--- src/rtl/sonic_echo_responder.sv ---
// Ultrasonic ranging sensor emulator: qualifies a trigger pulse, waits out the burst, answers with a distance-proportional echo.
// Optional macro SONIC_ECHO_TIMEOUT_EN: out-of-range distances answer with a full-length no-target echo instead of none.
module sonic_echo_responder #(
  parameter int unsigned TRIG_MIN_CYC = 1000,
  parameter int unsigned BURST_CYC    = 20000,
  parameter int unsigned CYC_PER_CM   = 5800,
  parameter int unsigned MAX_CM       = 400,
  parameter int unsigned TIMEOUT_CYC  = 3_800_000,
  parameter int unsigned GUARD_CYC    = 1000
) (
  input  logic       clk,
  input  logic       rst_n,
  input  logic       trig,
  input  logic [9:0] distance_cm,
  output logic       echo,
  output logic       busy,
  output logic       short_trig,
  output logic [7:0] ping_cnt
);

  function automatic int unsigned max2(input int unsigned a, input int unsigned b);
    return (a > b) ? a : b;
  endfunction

  // One shared counter serves every timed phase, so it is sized for the longest one.
  localparam int unsigned CNT_MAXV = max2(max2(TIMEOUT_CYC, BURST_CYC),
                                          max2(max2(GUARD_CYC, CYC_PER_CM), TRIG_MIN_CYC));
  localparam int CNT_W = $clog2(CNT_MAXV + 1);

  typedef enum logic [2:0] {IDLE, TRIG_HI, BURST, ECHO, GUARD} state_t;

  function automatic logic [CNT_W-1:0] sat_inc(input logic [CNT_W-1:0] v);
    return (v == '1) ? v : v + 1'b1;
  endfunction

  state_t           state;
  logic             trig_m, trig_s;
  logic [1:0]       sync_vld;
  logic             armed;
  logic [CNT_W-1:0] cnt, sub_cnt;
  logic [9:0]       lat_cm, cm_left;
  logic             lat_oor;
  logic             cm_done, echo_done;

  // Synchronizer; sync_vld marks when trig_s carries a post-reset sample.
  always_ff @(posedge clk) begin
    if (!rst_n) begin
      trig_m   <= 1'b0;
      trig_s   <= 1'b0;
      sync_vld <= 2'b00;
    end else begin
      trig_m   <= trig;
      trig_s   <= trig_m;
      sync_vld <= {sync_vld[0], 1'b1};
    end
  end

  always_comb begin
    cm_done = (sub_cnt == CNT_W'(CYC_PER_CM - 1)) && (cm_left == 10'd1);
`ifdef SONIC_ECHO_TIMEOUT_EN
    echo_done = lat_oor ? (cnt == CNT_W'(TIMEOUT_CYC - 1)) : cm_done;
`else
    echo_done = cm_done;
`endif
  end

  // armed is set only after trig_s has been seen low while idle, so a level
  // already high at reset release or left over from a ping is never an edge.
  always_ff @(posedge clk) begin
    if (!rst_n) begin
      state      <= IDLE;
      armed      <= 1'b0;
      cnt        <= '0;
      sub_cnt    <= '0;
      lat_cm     <= '0;
      cm_left    <= '0;
      lat_oor    <= 1'b0;
      echo       <= 1'b0;
      busy       <= 1'b0;
      short_trig <= 1'b0;
      ping_cnt   <= '0;
    end else begin
      short_trig <= 1'b0;
      case (state)
        IDLE: begin
          if (armed && trig_s) begin
            state <= TRIG_HI;
            busy  <= 1'b1;
            cnt   <= '0;
            armed <= 1'b0;
          end else if (sync_vld[1] && !trig_s) begin
            armed <= 1'b1;
          end
        end
        TRIG_HI: begin
          if (trig_s) begin
            cnt <= sat_inc(cnt);
          end else if (cnt >= CNT_W'(TRIG_MIN_CYC)) begin
            state   <= BURST;
            cnt     <= '0;
            lat_cm  <= distance_cm;
            lat_oor <= (distance_cm == '0) || (distance_cm > 10'(MAX_CM));
          end else begin
            state      <= IDLE;
            busy       <= 1'b0;
            short_trig <= 1'b1;
          end
        end
        BURST: begin
          if (cnt == CNT_W'(BURST_CYC - 1)) begin
            cnt     <= '0;
            sub_cnt <= '0;
            cm_left <= lat_cm;
`ifdef SONIC_ECHO_TIMEOUT_EN
            state <= ECHO;
            echo  <= 1'b1;
`else
            if (lat_oor) begin
              state <= GUARD;
            end else begin
              state <= ECHO;
              echo  <= 1'b1;
            end
`endif
          end else begin
            cnt <= cnt + 1'b1;
          end
        end
        ECHO: begin
          // Width is lat_cm * CYC_PER_CM built from a cm counter and a per-cm sub-counter.
          if (echo_done) begin
            state    <= GUARD;
            echo     <= 1'b0;
            cnt      <= '0;
            ping_cnt <= ping_cnt + 1'b1;
          end else if (lat_oor) begin
            cnt <= cnt + 1'b1;
          end else if (sub_cnt == CNT_W'(CYC_PER_CM - 1)) begin
            sub_cnt <= '0;
            cm_left <= cm_left - 1'b1;
          end else begin
            sub_cnt <= sub_cnt + 1'b1;
          end
        end
        GUARD: begin
          if (cnt == CNT_W'(GUARD_CYC - 1)) begin
            state <= IDLE;
            busy  <= 1'b0;
          end else begin
            cnt <= cnt + 1'b1;
          end
        end
        default: begin
          state <= IDLE;
          busy  <= 1'b0;
          echo  <= 1'b0;
        end
      endcase
    end
  end

endmodule

--- config.mk ---
export PLATFORM = sky130hd
export DESIGN_NAME = sonic_echo_responder
export DESIGN_NICKNAME = d
export VERILOG_FILES = /design/src/rtl/sonic_echo_responder.sv
export SDC_FILE = /design/constraint.sdc
export NUM_CORES = 1
export LEC_CHECK = 0
export BUFFER_PORTS_ARGS = -buffer_cell sky130_fd_sc_hd__buf_2
export CORE_UTILIZATION = 35
export DETAILED_ROUTE_END_ITERATION = 8
export PLACE_DENSITY_LB_ADDON = 0.15
export SETUP_SLACK_MARGIN = 0.05
export SLEW_MARGIN = 25
export SYNTH_ARGS = -nofsm -noshare
export SYNTH_HDL_FRONTEND = slang
export SYNTH_SLANG_ARGS = --single-unit
--- constraint.sdc ---
create_clock -name clk -period 2.4 [get_ports clk]
set_input_delay 0.48 -clock clk [delete_from_list [all_inputs] [get_ports clk]]
set_output_delay 0.48 -clock clk [all_outputs]
set_load 0.02 [all_outputs]
### Yosys cells after proc, flatten, opt, wreduce, memory -nomap -nowiden

Cells that the tools add are included.

| operators by class | value |
|---|---|
| add/sub/neg operators | 4 |
| order comparisons | 2 |
| equal/unequal tests | 23 |
| mux-type cells | 40 |
| bitwise logic cells | 5 |
| reduce and logical (&&, ||, !) cells | 22 |

Operators with widths:

| kind | count |
|---|---|
| $mux W22 | 12 |
| $pmux W22 S5 | 1 |
| $add A22 B1 Y22 const B | 2 |
| $pmux W22 S2 | 1 |
| $mux W10 | 4 |
| $eq A22 B10 Y1 const B | 1 |
| $eq A22 B13 Y1 const B | 1 |
| $eq A22 B15 Y1 const B | 1 |
| $eq A22 B22 Y1 const B | 1 |
| $ge A22 B10 Y1 const B | 1 |
| $ne A2 B2 Y1 const B | 11 |
| $pmux W10 S2 | 1 |
| $mux W3 | 6 |
| $pmux W3 S5 | 1 |
| $reduce_and A5 Y1 | 3 |
| $mux W1 | 11 |
| $eq A10 B1 Y1 const B | 1 |
| $gt A10 B9 Y1 const B | 1 |
| $logic_not A10 Y1 | 1 |
| $sub A10 B1 Y10 const B | 1 |
| $ne A3 B3 Y1 const B | 3 |
| $add A8 B1 Y8 const B | 1 |
| $reduce_and A4 Y1 | 2 |
| $eq A3 B2 Y1 const B | 2 |
| 17 further kinds | 26 |

| storage, ports and cells | value |
|---|---|
| register bits | 84 |
| logic and storage cells | 111 |

### Logic depth before layout (Yosys ltp)

Gate-level depths: netlist of run 1.

| depth | value |
|---|---|
| depth in word-level cells | 5 |
| depth in mapped cells | 11 |
| depth with buffers taken out | 8 |

### Least setup slack after synthesis of run 1

Ideal clock, no wire load.

| path | value |
|---|---|
| kind | register -> register |
| start | register sub_cnt[0] |
| end | register cnt[0] |
| setup time | 117 ps |
| arrival time | 2315 ps |
| required time | 2283 ps |
| path slack | -32 ps |
| stages on the path, launching flop included | 10 |
| path buffers | 2 |
| period minus slack after synthesis | 2432 ps |
| cells stage by stage | dfxtp_1 > ha_1 > nand2_1 > or4_1 > or3_1 > and3_1 > clkbuf_1 > o31ai_4 > buf_2 > nor2_1 |

| on the way | value |
|---|---|
| cells in the longest elaborated chain, start to end | 4 |
| elaborated cells between the ends (all ways) | 6 |
| classes of those cells | 2 x eq/ne; 2 x mux; 2 x reduce/logical |

RTL lines:

| what | line | source |
|---|---|---|
| start, declared | 40 | `logic [CNT_W-1:0] cnt, sub_cnt;` |
| start signal, assigned | 142 | `sub_cnt <= sub_cnt + 1'b1;` |
| $eq A22 B13 Y1 * | 59 | `cm_done = (sub_cnt == CNT_W'(CYC_PER_CM - 1)) && (cm_left == 10'd1);` |
| $logic_and A1 B1 Y1 * | 59 |  |
| $ne A3 B3 Y1 (no source line) or $mux W22 (tied branches) | -- |  |
| $reduce_and A6 Y1 (no source line) or $pmux W22 S5 (tied branches) | -- |  |
| end signal, assigned | 97 | `cnt <= sat_inc(cnt);` |
| end signal, assigned | 126 | `cnt <= cnt + 1'b1;` |
| end signal, assigned | 137 | `cnt <= cnt + 1'b1;` |
| end, declared | 40 |  |

Mark *: on every way between the ends. The rest lies on a longest branch, timed or not.
A chain may end at the register's enable or synchronous reset.

### Worst setup path after layout of run 1

| path | value |
|---|---|
| start | register sub_cnt[6] |
| end | register cnt[11] |

Same word-level chain as after synthesis.

==> results of run 1 <==
[per-layer routing]
layer  up-vias  routed length [um]  track usage (%)
met1      2096                5910             25.5
li1       2197                   -                -
met2        83                5600             30.5
met5         -                   0                0
met3        20                 477             4.55
met4         0                 249             7.09
[critical path, stage by stage, from the launching register on]
cell and delay (ns):
sky130_fd_sc_hd__dfxtp_2 0.34, sky130_fd_sc_hd__buf_4 0.15, sky130_fd_sc_hd__nor4bb_1 0.31, sky130_fd_sc_hd__nand4_1 0.20, sky130_fd_sc_hd__or3_4 0.44, sky130_fd_sc_hd__and3_4 0.17, sky130_fd_sc_hd__o31ai_4 0.34, sky130_fd_sc_hd__clkbuf_16 0.22
sky130_fd_sc_hd__a21oi_1 0.04
[worst max-delay path by stage]
stage,start,to,slack [ns],cells after the start
detailed placement,sub_cnt[4],cnt[7],-0.13,6
floorplan,cnt[1],cnt[8],0.04,10
global route,sub_cnt[8],cnt[11],0.03,7
global placement,sub_cnt[4],cnt[11],-0.13,6
finish,sub_cnt[6],cnt[11],0.07,8
CTS,sub_cnt[0],cnt[0],0.05,8
[power by group through the flow]
| stage | combinational [mW] | sequential (mW) | clock, mW |
|---|---|---|---|
| final | 0.208 | 1.41 | 1.44 |
| after global routing | 0.225 | 1.41 | 1.54 |
| after global placement | 0.176 | 1.45 | 0 |
| after floorplan | 0.111 | 1.45 | 0 |
| after CTS | 0.192 | 1.42 | 1.49 |
| after detailed placement | 0.178 | 1.45 | 0 |
[synthesized netlist by cell type (4+ instances only)]
master	n	area [sq um]
sky130_fd_sc_hd__nand3b_1	4	30.0
sky130_fd_sc_hd__nand2_1	42	158
sky130_fd_sc_hd__o211ai_1	5	37.5
sky130_fd_sc_hd__nand4_1	12	75.1
sky130_fd_sc_hd__nand3_1	21	105
sky130_fd_sc_hd__a22o_1	4	35.0
sky130_fd_sc_hd__inv_1	12	45.0
sky130_fd_sc_hd__dfxtp_1	84	1680
sky130_fd_sc_hd__ha_1	6	75.1
sky130_fd_sc_hd__nor3b_1	4	30.0
sky130_fd_sc_hd__nor3_1	13	65.1
sky130_fd_sc_hd__clkbuf_1	23	86.3
sky130_fd_sc_hd__nor2b_1	6	37.5
sky130_fd_sc_hd__nor4b_1	4	35.0
sky130_fd_sc_hd__nand2b_1	5	31.3
sky130_fd_sc_hd__o31ai_1	12	90.1
sky130_fd_sc_hd__and3_1	14	87.6
sky130_fd_sc_hd__nor2_1	71	267
sky130_fd_sc_hd__and4_1	7	61.3
sky130_fd_sc_hd__a21oi_1	36	180
sky130_fd_sc_hd__xnor2_1	21	184
sky130_fd_sc_hd__or4_1	9	67.6
sky130_fd_sc_hd__a31oi_1	9	56.3
sky130_fd_sc_hd__or3_1	6	37.5
sky130_fd_sc_hd__and2_1	7	43.8
sky130_fd_sc_hd__mux2i_1	12	120
sky130_fd_sc_hd__xor2_1	10	87.6
sky130_fd_sc_hd__nor4_1	15	93.8
sky130_fd_sc_hd__o21ai_0	15	75.1
sky130_fd_sc_hd__or2_2	5	31.3
sky130_fd_sc_hd__a211oi_1	9	67.6
[cell type report]
class / instances / area share, %
multi-input combinational: 425 / 48.7
sequential: 84 / 28.8
timing repair buffer: 103 / 13.0
clock buffer: 13 / 4.38
tap: 172 / 3.62
inverter: 13 / 0.820
clock inverter: 3 / 0.757
[sequential cells by signal (all words and copies together) (netlist names), 2 cells and up]
name	count
cm_left	10
lat_cm	10
state	3
sub_cnt	22
sync_vld	2
cnt	22
ping_cnt	8
[kinds of logic (layout without fill, tap and decap cells)]
group | count (synthesis) | in the layout
AOI/OAI and AO/OA | 116 | 116
adders and majority gates | 6 | 6
muxes | 12 | 12
DFF | 84 | 84
buffers and inverters | 44 | 132
xor gates and xnor gates | 31 | 31
and+or+nand+nor | 258 | 260
[repair_timing]
item	CTS	global route
gates cloned	2	1
resized for setup	15	46
endpoints found under the hold margin	0	0
setup endpoints to repair	23	49
pin swaps	2	11
hold buffers	0	0
setup buffers	0	7
==> impl_results.rst, run 1 <==
.. list-table::
   :header-rows: 1

   * - Metric
     - Value
   * - Combined area of the multi-input logic cells
     - ~2900 sq um
   * - Number of core rows
     - 41
   * - Placement Setup Slack
     - -0.134 ns
   * - Area enclosed by the die boundary
     - 13400 sq um
   * - Post-route worst hold slack
     - 0.334 ns
   * - Class of the tightest hold or removal check
     - in -> reg
   * - Number of cells traversed by the worst hold path
     - 2
   * - Vias in the first global route
     - about 4000
   * - Endpoint of the worst register-to-register path
     - cnt[11]
   * - Post-synthesis average cell area
     - 8.23 sq um
   * - Final nets
     - roughly 660
   * - Multiplexer fraction of the synthesized cell area
     - 2.65%
   * - Main combinational cell family by area after synthesis
     - simple AND/OR/NAND/NOR gates
   * - Endpoint kind of the worst setup timing path
     - flop
   * - Setup repair after global routing missed its margin
     - true
   * - Leading cell types in the layout, fill and taps excluded
     - 76 x sky130_fd_sc_hd__buf_4, 71 x sky130_fd_sc_hd__nor2_1, 67 x sky130_fd_sc_hd__dfxtp_1
   * - Shortest clock period the worst path allows after layout
     - around 2.3 ns
   * - Final setup viols
     - 0
   * - Max VDD drop
     - between 0.0003 and 0.0004 V
   * - Crit Path Max Fanout
     - 7
   * - Register bit total from synthesis
     - 84
   * - Cell area after technology mapping
     - roughly 4500 sq um
   * - Sw Share
     - 23.0%
   * - Relative contribution of sequential cells to total power
     - a little under half
   * - Core Area
     - around 13000 sq um
   * - Required time worst endpoint
     - roughly 2.6 ns
   * - Combinational power share
     - under 10%
   * - Congestion Overflow GR
     - 0
   * - Height of the die
     - about 120 um
   * - Post-synth EDFFs
     - 0
   * - Register area share after synthesis
     - roughly 37%
   * - Simple-Gate Fraction of Synth Area
     - between 30% and 40%
   * - Worst-case reg-to-reg path depth
     - 8
   * - Xor-xnor portion of the synthesized cell area
     - 5.99%
   * - Placer Congestion
     - approximately 0.85
   * - Number of pins exceeding their max-slew limit in the final report
     - 0
   * - Number of placed instances, taps included
     - 787
   * - Top achievable clock speed
     - around 430 MHz
   * - Most common library cell in the layout ignoring fill and taps
     - sky130_fd_sc_hd__buf_4
   * - Leakage component of the power
     - approximately 2.1 nW
   * - Placed inst area
     - roughly 5300 sq um
   * - Fin crit share
     - 97.2%
   * - Maximum number of buffers from clock root to sink
     - 2
   * - Post-synthesis net count
     - 570
   * - Power per Cell Area
     - around 510 nW/um^2
   * - Final design utilization
     - a little under half
   * - Clock transition at the registers of the reported paths
     - ~0.060 ns
   * - Drt drc
     - 0
   * - Number of top-level pins
     - 24
   * - Initial DRC Count
     - ~300
   * - Startpoint of the tightest hold check path
     - trig
   * - Hold violation total from the final report
     - 0
   * - Complex-gate fraction of the synthesized area
     - about 18%
   * - Synthesized instance count
     - ~550
   * - Final Worst Setup Slack
     - between 0.06 and 0.07 ns
   * - Predominant post-synthesis flop cell
     - sky130_fd_sc_hd__dfxtp_1
   * - CTS tree
     - yes
   * - Final-layout setup total negative slack
     - 0 ns
   * - Source-to-sink clock delay at the later pin of the worst-skew pair
     - between 0.3 and 0.4 ns
   * - Maximum number of pins on one net before global-route repair
     - 23
   * - Area growth, synth to finish
     - 31.2%
   * - Detailed placement HPWL
     - approximately 8400 um
   * - Total power draw
     - 3.06 mW
   * - Average wire per standard cell
     - around 15 um
   * - Level count of the clock H-tree
     - 3
   * - Synth warn
     - 0
   * - Hold EP
     - trig_m
   * - Adder-cell area share of the yosys netlist
     - under 10%
   * - Run status
     - complete, no violations
   * - Number of iterations in the first detailed-routing pass
     - 5
   * - Number of nets with antenna violations after routing
     - 0
   * - Relative slew slack
     - a little under three fifths
   * - NetSw
     - 703 uW
   * - CTS root buf
     - sky130_fd_sc_hd__clkbuf_16
   * - Total detailed-routing wirelength
     - 12200 um
   * - Startpoint type of the worst setup path
     - flop
   * - Worst endpoint data arrival time
     - around 2.6 ns
   * - Number of maximum-capacitance violations
     - 0
   * - First-pass GRT wire length
     - 20000 um
   * - Register-to-Register Setup Slack
     - 0.07 ns
   * - Final antenna diode count
     - 0
   * - Reg area
     - between 1500 and 2000 sq um
   * - Starting density of the core
     - a little over a third
   * - TritonCTS sink count
     - between 80 and 90
   * - Via Count
     - 4396
   * - Power share of the clock group
     - 47.1%
   * - Clock skew after layout
     - between 0.006 and 0.007 ns
   * - Unique masters post-synth
     - 62
   * - Post-synthesis async set-or-reset flop share
     - 0%
   * - Number of buffers added by the clock tree synthesis step
     - 9
   * - Width of the chip
     - 116 um
   * - Worst reg2reg path startpoint
     - sub_cnt[6]
   * - Slew at the pin closest to its max-slew limit
     - 0.631 ns
   * - Post-route cell area
     - between 5000 and 6000 sq um
   * - Fraction of layout instances using a drive strength above 1
     - about 29%
   * - Post-route insts no fill
     - between 800 and 900
   * - Total routing usage reported by global routing
     - about a fifth
   * - Number of buffers added on ports
     - 23
   * - Kind of critical path
     - reg -> reg
   * - Fillers
     - around 1300
   * - Number of vias per cell
     - 5.41
   * - Initial antenna violation count
     - 0
   * - Internal cell power
     - 2.36 mW
Note: power is estimated with default switching activity, not from simulation.
==> run 2: changes to the inputs <==
--- a/config.mk
+++ b/config.mk
@@ -7,6 +7,7 @@
 export LEC_CHECK = 0
 export BUFFER_PORTS_ARGS = -buffer_cell sky130_fd_sc_hd__buf_2
 export CORE_UTILIZATION = 35
+export CTS_BUF_LIST = sky130_fd_sc_hd__clkbuf_8
 export DETAILED_ROUTE_END_ITERATION = 8
 export PLACE_DENSITY_LB_ADDON = 0.15
 export SETUP_SLACK_MARGIN = 0.05
@@ -14,3 +15,4 @@
 export SYNTH_ARGS = -nofsm -noshare
 export SYNTH_HDL_FRONTEND = slang
 export SYNTH_SLANG_ARGS = --single-unit
+export TNS_END_PERCENT = 10
==> impl_results.rst, run 2 (synthesis gave the netlist of run 1 again) <==
.. list-table::
   :header-rows: 1

   * - Metric
     - Value
   * - Initial DRC Count
     - 254 (-16%)
   * - Startpoint of the tightest hold check path
     - trig
   * - Final setup viols
     - 0 (unchanged)
   * - Class of the tightest hold or removal check
     - in -> reg
   * - Most common library cell in the layout ignoring fill and taps
     - sky130_fd_sc_hd__dfxtp_1
   * - Placer Congestion
     - 0.863 (+1.1%)
   * - Number of pins exceeding their max-slew limit in the final report
     - 0 (unchanged)
   * - Worst path depth
     - 7 (-1)
   * - CTS root buf
     - sky130_fd_sc_hd__clkbuf_8
   * - Top achievable clock speed
     - 430 MHz (+0.40%)
   * - Area enclosed by the die boundary
     - 13400 sq um (unchanged)
   * - Run status
     - complete, no violations
   * - Critical path origin
     - cnt[1]
   * - Maximum number of pins on one net before global-route repair
     - 35 (+52%)
   * - Initial antenna violation count
     - 0 (unchanged)
   * - Drt drc
     - 0 (unchanged)
   * - Detailed placement HPWL
     - 8440 um (-0.12%)
   * - Endpoint kind of the worst setup timing path
     - flop
   * - Height of the die
     - 116 um (unchanged)
   * - Setup repair after global routing missed its margin
     - true
   * - CTS tree
     - yes
   * - Register-to-Register Setup Slack
     - 0.08 ns (about the same)
   * - Kind of cell adding the most delay to the critical path
     - simple AND/OR/NAND/NOR gates
   * - Total power draw
     - 2.66 mW (-13%)
   * - Starting density of the core
     - 35.9% (unchanged)
   * - Clock transition at the registers of the reported paths
     - 0.09 ns (+0.03 ns)
   * - Number of vias per cell
     - 5.38 (-0.59%)
   * - List of cells traversed by the critical path
     - ha_4 > and3_1 > a31oi_1 > nor4b_2 > or4_4 > or4_1 > a21oi_1
   * - Peak per-stage delay on the critical path
     - 0.60 ns (+0.16 ns)
   * - Number of iterations in the first detailed-routing pass
     - 4 (-1)
   * - Fraction of met3 tracks used by global routing
     - 4.45% (-0.10 points)
   * - Number of maximum-capacitance violations
     - 0 (unchanged)
   * - Fillers
     - 1312 (+5.0%)
   * - Via Count
     - 4295 (-2.3%)
   * - Final-layout setup total negative slack
     - 0 ns (unchanged)
   * - Number of nets with antenna violations after routing
     - 0 (unchanged)
   * - Met1 Usage GRT
     - 24.5% (-0.98 points)
   * - Width of the chip
     - 116 um (unchanged)
   * - Congestion Overflow GR
     - 0 (unchanged)
   * - Largest registers ranked by flip-flop count
     - cnt x22, sub_cnt x22
   * - Most used routing layer in global routing
     - met2
   * - Worst-case reg-to-reg path depth
     - 7 (-1)
   * - Startpoint type of the worst setup path
     - flop
   * - Worst path bufs/invs
     - 0 (-2)
   * - Worst reg2reg path startpoint
     - cnt[1]
   * - Level count of the clock H-tree
     - 3 (unchanged)
   * - Total routing usage reported by global routing
     - 19.0% (-0.22 points)
   * - Fraction of layout instances using a drive strength above 1
     - 24.4% (-4.5 points)
   * - TritonCTS sink count
     - 84 (unchanged)
   * - Number of buffers added by the clock tree synthesis step
     - 9 (unchanged)
   * - Shortest clock period the worst path allows after layout
     - 2.32 ns (-0.00933 ns)
   * - Leakage component of the power
     - 1.99 nW (-6.8%)
   * - Total detailed-routing wirelength
     - 12000 um (-2.0%)
   * - Hold violation total from the final report
     - 0 (unchanged)
   * - Maximum number of buffers from clock root to sink
     - 2 (unchanged)
   * - Area growth, synth to finish
     - 24.3%
   * - Required time worst endpoint
     - 2.72 ns (+0.08 ns)
   * - Reg area
     - 1690 sq um (-1.0%)
   * - Source-to-sink clock delay at the later pin of the worst-skew pair
     - 0.38 ns (+0.03 ns)
   * - CP max-delay cell
     - sky130_fd_sc_hd__or4_4
   * - Number of core rows
     - 41 (unchanged)
   * - Power per Cell Area
     - 471 nW/um^2 (-8.4%)
   * - Final nets
     - 641 (-2.1%)
   * - Endpoint of the worst register-to-register path
     - cnt[11]
   * - Relative slew slack
     - 61.4% (+3.9 points)
   * - Number of top-level pins
     - 24 (unchanged)
   * - Average wire per standard cell
     - 15.0 um (-0.33%)
   * - Final antenna diode count
     - 0 (unchanged)
   * - Vias in the first global route
     - 4151 (+3.8%)
   * - Fin crit share
     - 96.8% (-0.39 points)
   * - Slew at the pin closest to its max-slew limit
     - 0.573 ns (-0.0582 ns)
   * - Core Area
     - 12600 sq um (unchanged)
   * - Number of buffers added on ports
     - 23 (unchanged)
   * - Leading cell types in the layout, fill and taps excluded
     - 75 x sky130_fd_sc_hd__dfxtp_1, 71 x sky130_fd_sc_hd__nor2_1, 62 x sky130_fd_sc_hd__buf_4
   * - Combined area of the multi-input logic cells
     - 2820 sq um (-2.7%)
   * - Worst Setup EP
     - cnt[11]
   * - Max VDD drop
     - 0.000437 V (+24%)
   * - Crit Path Max Fanout
     - 6 (-1)
   * - First-pass GRT wire length
     - 19800 um (-0.86%)
   * - Clock skew after layout
     - 0.0116 ns (+0.00511 ns)
   * - Worst endpoint data arrival time
     - 2.64 ns (+0.07 ns)
   * - Kind of critical path
     - reg -> reg
   * - Met2 demand-to-capacity share in global routing
     - 30.4% (-0.12 points)
run 2: final cells by class:
cell class,count,share of cell area (%)
timing repair buffer,89,11.6
clock inverter,5,0.933
tap,172,3.82
inverter,13,0.866
sequential,84,30.1
multi-input combinational,425,50.1
clock buffer,11,2.69
run 2: power by group:
| group | switching [mW] | total [mW] | internal [mW] |
|---|---|---|---|
| Clock | 0.526 | 1.06 | 0.530 |
| Combinational | 0.104 | 0.181 | 0.0766 |
| Sequential | 0.0139 | 1.42 | 1.40 |
| Total | 0.644 | 2.66 | 2.01 |
run 2: worst register-to-register path, delay by kind of cell (launching register included):
| kind | cells | cell delay, ns |
|---|---|---|
| adders and majority gates | 1 | 0.18 |
| and+or+nand+nor | 4 | 1.39 |
| DFF | 1 | 0.35 |
| AOI/OAI and AO/OA | 2 | 0.34 |
run 2: what timing repair did:
item | in CTS | in global routing
setup buffers | 0 | 1
setup endpoints to repair | 18 | 35
hold buffers | 0 | 0
gates cloned | 2 | 0
pin swaps | 1 | 7
gates resized for setup | 4 | 28
run 2: stage by stage:
step                      hold WS (ns)  setup WS [ns]  instances  cell area, sq um  utilization [%]
after floorplan                  0.412         0.0447        551              4580                -
after global placement           0.426        -0.0255        780              5290             41.9
after detailed placement         0.426        -0.0106        780              5290             41.9
after CTS                        0.283         0.0350        798              5520             43.7
after global routing             0.306        -0.0129        799              5630             44.6
final                            0.308         0.0761        799              5630             44.6
run 2: per-layer routing:
layer | vias up | share of wire (%) | routed length [um]
met3 | 18 | 4.0 | 484
li1 | 2159 | - | -
met5 | - | 0 | 0
met4 | 0 | 2.1 | 250
met2 | 80 | 46 | 5470
met1 | 2038 | 48 | 5780
run 2: how the worst min path moves through the flow:
stage	endpoint	slack [ns]	depth (start not counted)
4_1_cts	trig_m	0.28	2
3_3_place_gp	sync_vld[1]	0.43	1
2_1_floorplan	sync_vld[1]	0.41	1
3_5_place_dp	sync_vld[1]	0.43	1
6_report	trig_m	0.31	2
5_1_grt	trig_m	0.31	2
==> run 3: changes to the inputs <==
--- a/config.mk
+++ b/config.mk
@@ -5,12 +5,14 @@
 export SDC_FILE = /design/constraint.sdc
 export NUM_CORES = 1
 export LEC_CHECK = 0
+export ABC_AREA = 1
 export BUFFER_PORTS_ARGS = -buffer_cell sky130_fd_sc_hd__buf_2
 export CORE_UTILIZATION = 35
 export CTS_BUF_LIST = sky130_fd_sc_hd__clkbuf_8
 export DETAILED_ROUTE_END_ITERATION = 8
+export GPL_TIMING_DRIVEN = 0
 export PLACE_DENSITY_LB_ADDON = 0.15
-export SETUP_SLACK_MARGIN = 0.05
+export SETUP_SLACK_MARGIN = 0.2
 export SLEW_MARGIN = 25
 export SYNTH_ARGS = -nofsm -noshare
 export SYNTH_HDL_FRONTEND = slang
==> impl_results.rst, run 3 <==
.. list-table::
   :header-rows: 1

   * - Metric
     - Value
   * - Run status
     - complete, no violations
   * - Max layer used
     - met4
   * - Final Worst Setup Slack
     - 0.314 ns (+0.238 ns)
   * - Number of pins exceeding their max-slew limit in the final report
     - 0 (unchanged)
   * - Hold Buf Count CTS
     - 0 (unchanged)
   * - Starting density of the core
     - 36.4% (+0.46 points)
   * - Placed inst area
     - 5450 sq um (+3.1%)
   * - Core Area
     - 14000 sq um (+11%)
   * - Source-to-sink clock delay at the later pin of the worst-skew pair
     - 0.39 ns (about the same)
   * - Final nets
     - 864 (+35%)
   * - Power per Cell Area
     - 669 nW/um^2 (+42%)
   * - Leading cell type by number of instances after synthesis
     - sky130_fd_sc_hd__nand2_1
   * - Total power draw
     - 3.90 mW (+47%)
   * - Width of the chip
     - 123 um (+6.1%)
   * - Maximum number of buffers from clock root to sink
     - 2 (unchanged)
   * - Placer Congestion
     - 0.890 (+3.2%)
   * - Clock skew after layout
     - 0.0115 ns (-0.000119 ns)
   * - Post-synth EDFFs
     - 0 (unchanged)
   * - Area growth, synth to finish
     - 14.1%
   * - Number of top-level pins
     - 24 (unchanged)
   * - Level count of the clock H-tree
     - 3 (unchanged)
   * - CTS tree
     - yes
   * - Predominant post-synthesis flop cell
     - sky130_fd_sc_hd__dfxtp_1
   * - Leakage component of the power
     - 2.42 nW (+22%)
   * - Required time worst endpoint
     - 2.72 ns (about the same)
   * - Detailed placement HPWL
     - 10400 um (+23%)
   * - Synth warn
     - 0 (unchanged)
   * - Clock transition at the registers of the reported paths
     - 0.10 ns (about the same)
   * - Number of placed instances, taps included
     - 1010 (+29%)
   * - Metal-1 WL
     - 7040 um (+22%)
   * - Startpoint type of the worst setup path
     - flop
   * - Detailed route wirelength on metal3
     - 379 um (-22%)
   * - Peak per-stage delay on the critical path
     - 0.36 ns (-0.24 ns)
   * - Post-route worst hold slack
     - 0.245 ns (-0.0628 ns)
   * - Top achievable clock speed
     - 479 MHz (+11%)
   * - Fin crit share
     - 86.9% (-9.9 points)
   * - Final-layout setup total negative slack
     - 0 ns (unchanged)
   * - Post-route insts no fill
     - 1030 (+29%)
   * - Leading cell types in the layout, fill and taps excluded
     - 153 x sky130_fd_sc_hd__nand2_1, 148 x sky130_fd_sc_hd__nor2_1, 99 x sky130_fd_sc_hd__inv_1
   * - Post-synthesis average cell area
     - 6.33 sq um (-23%)
   * - Vias in the first global route
     - 4635 (+12%)
   * - Placement Setup Slack
     - 0.148 ns (+0.158 ns)
   * - Area enclosed by the die boundary
     - 15100 sq um (+12%)
   * - CP max-delay cell
     - sky130_fd_sc_hd__dfxtp_1
   * - Shortest clock period the worst path allows after layout
     - 2.09 ns (-0.238 ns)
   * - Post-route cell area
     - 5830 sq um (+3.4%)
   * - List of cells traversed by the critical path
     - inv_2 > nand2_2 > nor2_2 > inv_2 > or2_0 > buf_6 > nand2_4 > buf_6 > buf_12 > a21oi_1 > nor2_1
   * - Fraction of layout instances using a drive strength above 1
     - 11.8% (-13 points)
   * - Area contributors post-synth
     - sky130_fd_sc_hd__dfxtp_1 33%, sky130_fd_sc_hd__nand2_1 11%, sky130_fd_sc_hd__nor2_1 11%
   * - Final setup viols
     - 0 (unchanged)
   * - Number of buffers added on ports
     - 23 (unchanged)
   * - Cell area after technology mapping
     - 5110 sq um (+13%)
   * - Most common library cell in the layout ignoring fill and taps
     - sky130_fd_sc_hd__nand2_1
   * - Post-synthesis async set-or-reset flop share
     - 0% (unchanged)
   * - Top cell types by occurrence after synthesis
     - 155 x sky130_fd_sc_hd__nand2_1, 152 x sky130_fd_sc_hd__nor2_1, 100 x sky130_fd_sc_hd__inv_1
   * - Fillers
     - 1525 (+16%)
   * - Kind of critical path
     - reg -> reg
   * - Maximum number of pins on one net before global-route repair
     - 15 (-57%)
   * - Number of core rows
     - 43 (+4.9%)
   * - Number of maximum-capacitance violations
     - 0 (unchanged)
   * - Number of nets with antenna violations after routing
     - 0 (unchanged)
   * - Initial antenna violation count
     - 0 (unchanged)
   * - Relative slew slack
     - 49.4% (-12 points)
   * - Worst endpoint data arrival time
     - 2.41 ns (-0.23 ns)
   * - Area leader, netlist
     - sky130_fd_sc_hd__dfxtp_1
   * - Total detailed-routing wirelength
     - 14000 um (+17%)
   * - Max VDD drop
     - 0.000420 V (-3.7%)
   * - Number of iterations in the first detailed-routing pass
     - 4 (unchanged)
   * - Initial DRC Count
     - 279 (+9.8%)
   * - Total routing usage reported by global routing
     - 19.8% (+0.76 points)
   * - Class of the tightest hold or removal check
     - in -> reg
   * - Drt drc
     - 0 (unchanged)
   * - CTS root buf
     - sky130_fd_sc_hd__clkbuf_8
   * - TritonCTS sink count
     - 84 (unchanged)
   * - Final design utilization
     - 41.5% (-3.1 points)
   * - Register area share after synthesis
     - 32.9% (-4.2 points)
   * - Unique masters post-synth
     - 41 (-34%)
   * - Crit Path Max Fanout
     - 10 (+4)
   * - Register bit total from synthesis
     - 84 (unchanged)
   * - Post-synthesis net count
     - 826 (+45%)
   * - Synthesized instance count
     - 807 (+46%)
   * - Slew at the pin closest to its max-slew limit
     - 0.759 ns (+0.186 ns)
   * - Via Count
     - 4993 (+16%)
   * - Endpoint kind of the worst setup timing path
     - flop
   * - Hold violation total from the final report
     - 0 (unchanged)
   * - Final antenna diode count
     - 0 (unchanged)
   * - Congestion Overflow GR
     - 0 (unchanged)
   * - Setup repair after global routing missed its margin
     - true
   * - Largest registers ranked by flip-flop count
     - cnt x22, sub_cnt x22
   * - Average wire per standard cell
     - 13.6 um (-9.1%)
   * - First-pass GRT wire length
     - 23000 um (+16%)
   * - Number of buffers added by the clock tree synthesis step
     - 9 (unchanged)
   * - Height of the die
     - 123 um (+6.1%)
   * - Register-to-Register Setup Slack
     - 0.31 ns (+0.24 ns)
   * - Met2 wire length
     - 6440 um (+18%)
   * - Number of vias per cell
     - 4.85 (-9.8%)
   * - Area share of the leading cell type in the synthesized netlist
     - 32.9% (-4.2 points)
[run 3: path summary, 6_finish.rpt]
path                                   from           to  depth (start not counted)
worst max-delay path               state[2]   sub_cnt[5]                         11
worst min-delay path                  rst_n  sync_vld[0]                          1
worst min register to register  sync_vld[0]  sync_vld[1]                          2
worst max register to register     state[2]   sub_cnt[5]                         11
[run 3: repair_timing]
item / in CTS / in global routing
resized for setup: 2 / 25
endpoints found under the hold margin: 0 / 0
setup endpoints to repair: 28 / 62
pin swaps: 0 / 3
buffers inserted: 0 / 4
[run 3: power by group]
group	internal [mW]	switching, mW	total, mW
Combinational	0.348	0.631	0.979
Clock	0.687	0.560	1.25
Sequential	1.53	0.140	1.67
Total	2.57	1.33	3.90
[run 3: cells by family after synthesis]
group                      Yosys count  share of synthesized area [%]
buffers and inverters              129                           11.1
AOI/OAI and AO/OA                  136                           13.9
xor gates and xnor gates            25                           4.29
DFF                                 84                           32.9
adders and majority gates            6                           1.47
and+or+nand+nor                    427                           36.3
[run 3: routing by layer]
metal	vias up	track usage, %
met3	14	3.62
met1	2239	26.1
li1	2673	-
met2	67	32.9
met4	0	5.56
met5	-	0
[run 3: area by class of cell]
cell class | instances | area, sq um | area share [%]
multi-input cells | 594 | 2950 | 50.6
flip-flops and latches | 84 | 1690 | 28.9
inverters | 105 | 394 | 6.76
well taps | 180 | 225 | 3.87
plain buffers | 24 | 176 | 3.03
repair buffers | 27 | 158 | 2.71
clock buffers | 9 | 124 | 2.13
clock inverters | 7 | 116 | 2.00
[run 3: critical path: cells and delay by family (launching register included)]
kind,cells,cell delay (ns)
simple gates,5,0.88
buf+inv,5,0.73
flops,1,0.36
compound gates,1,0.04
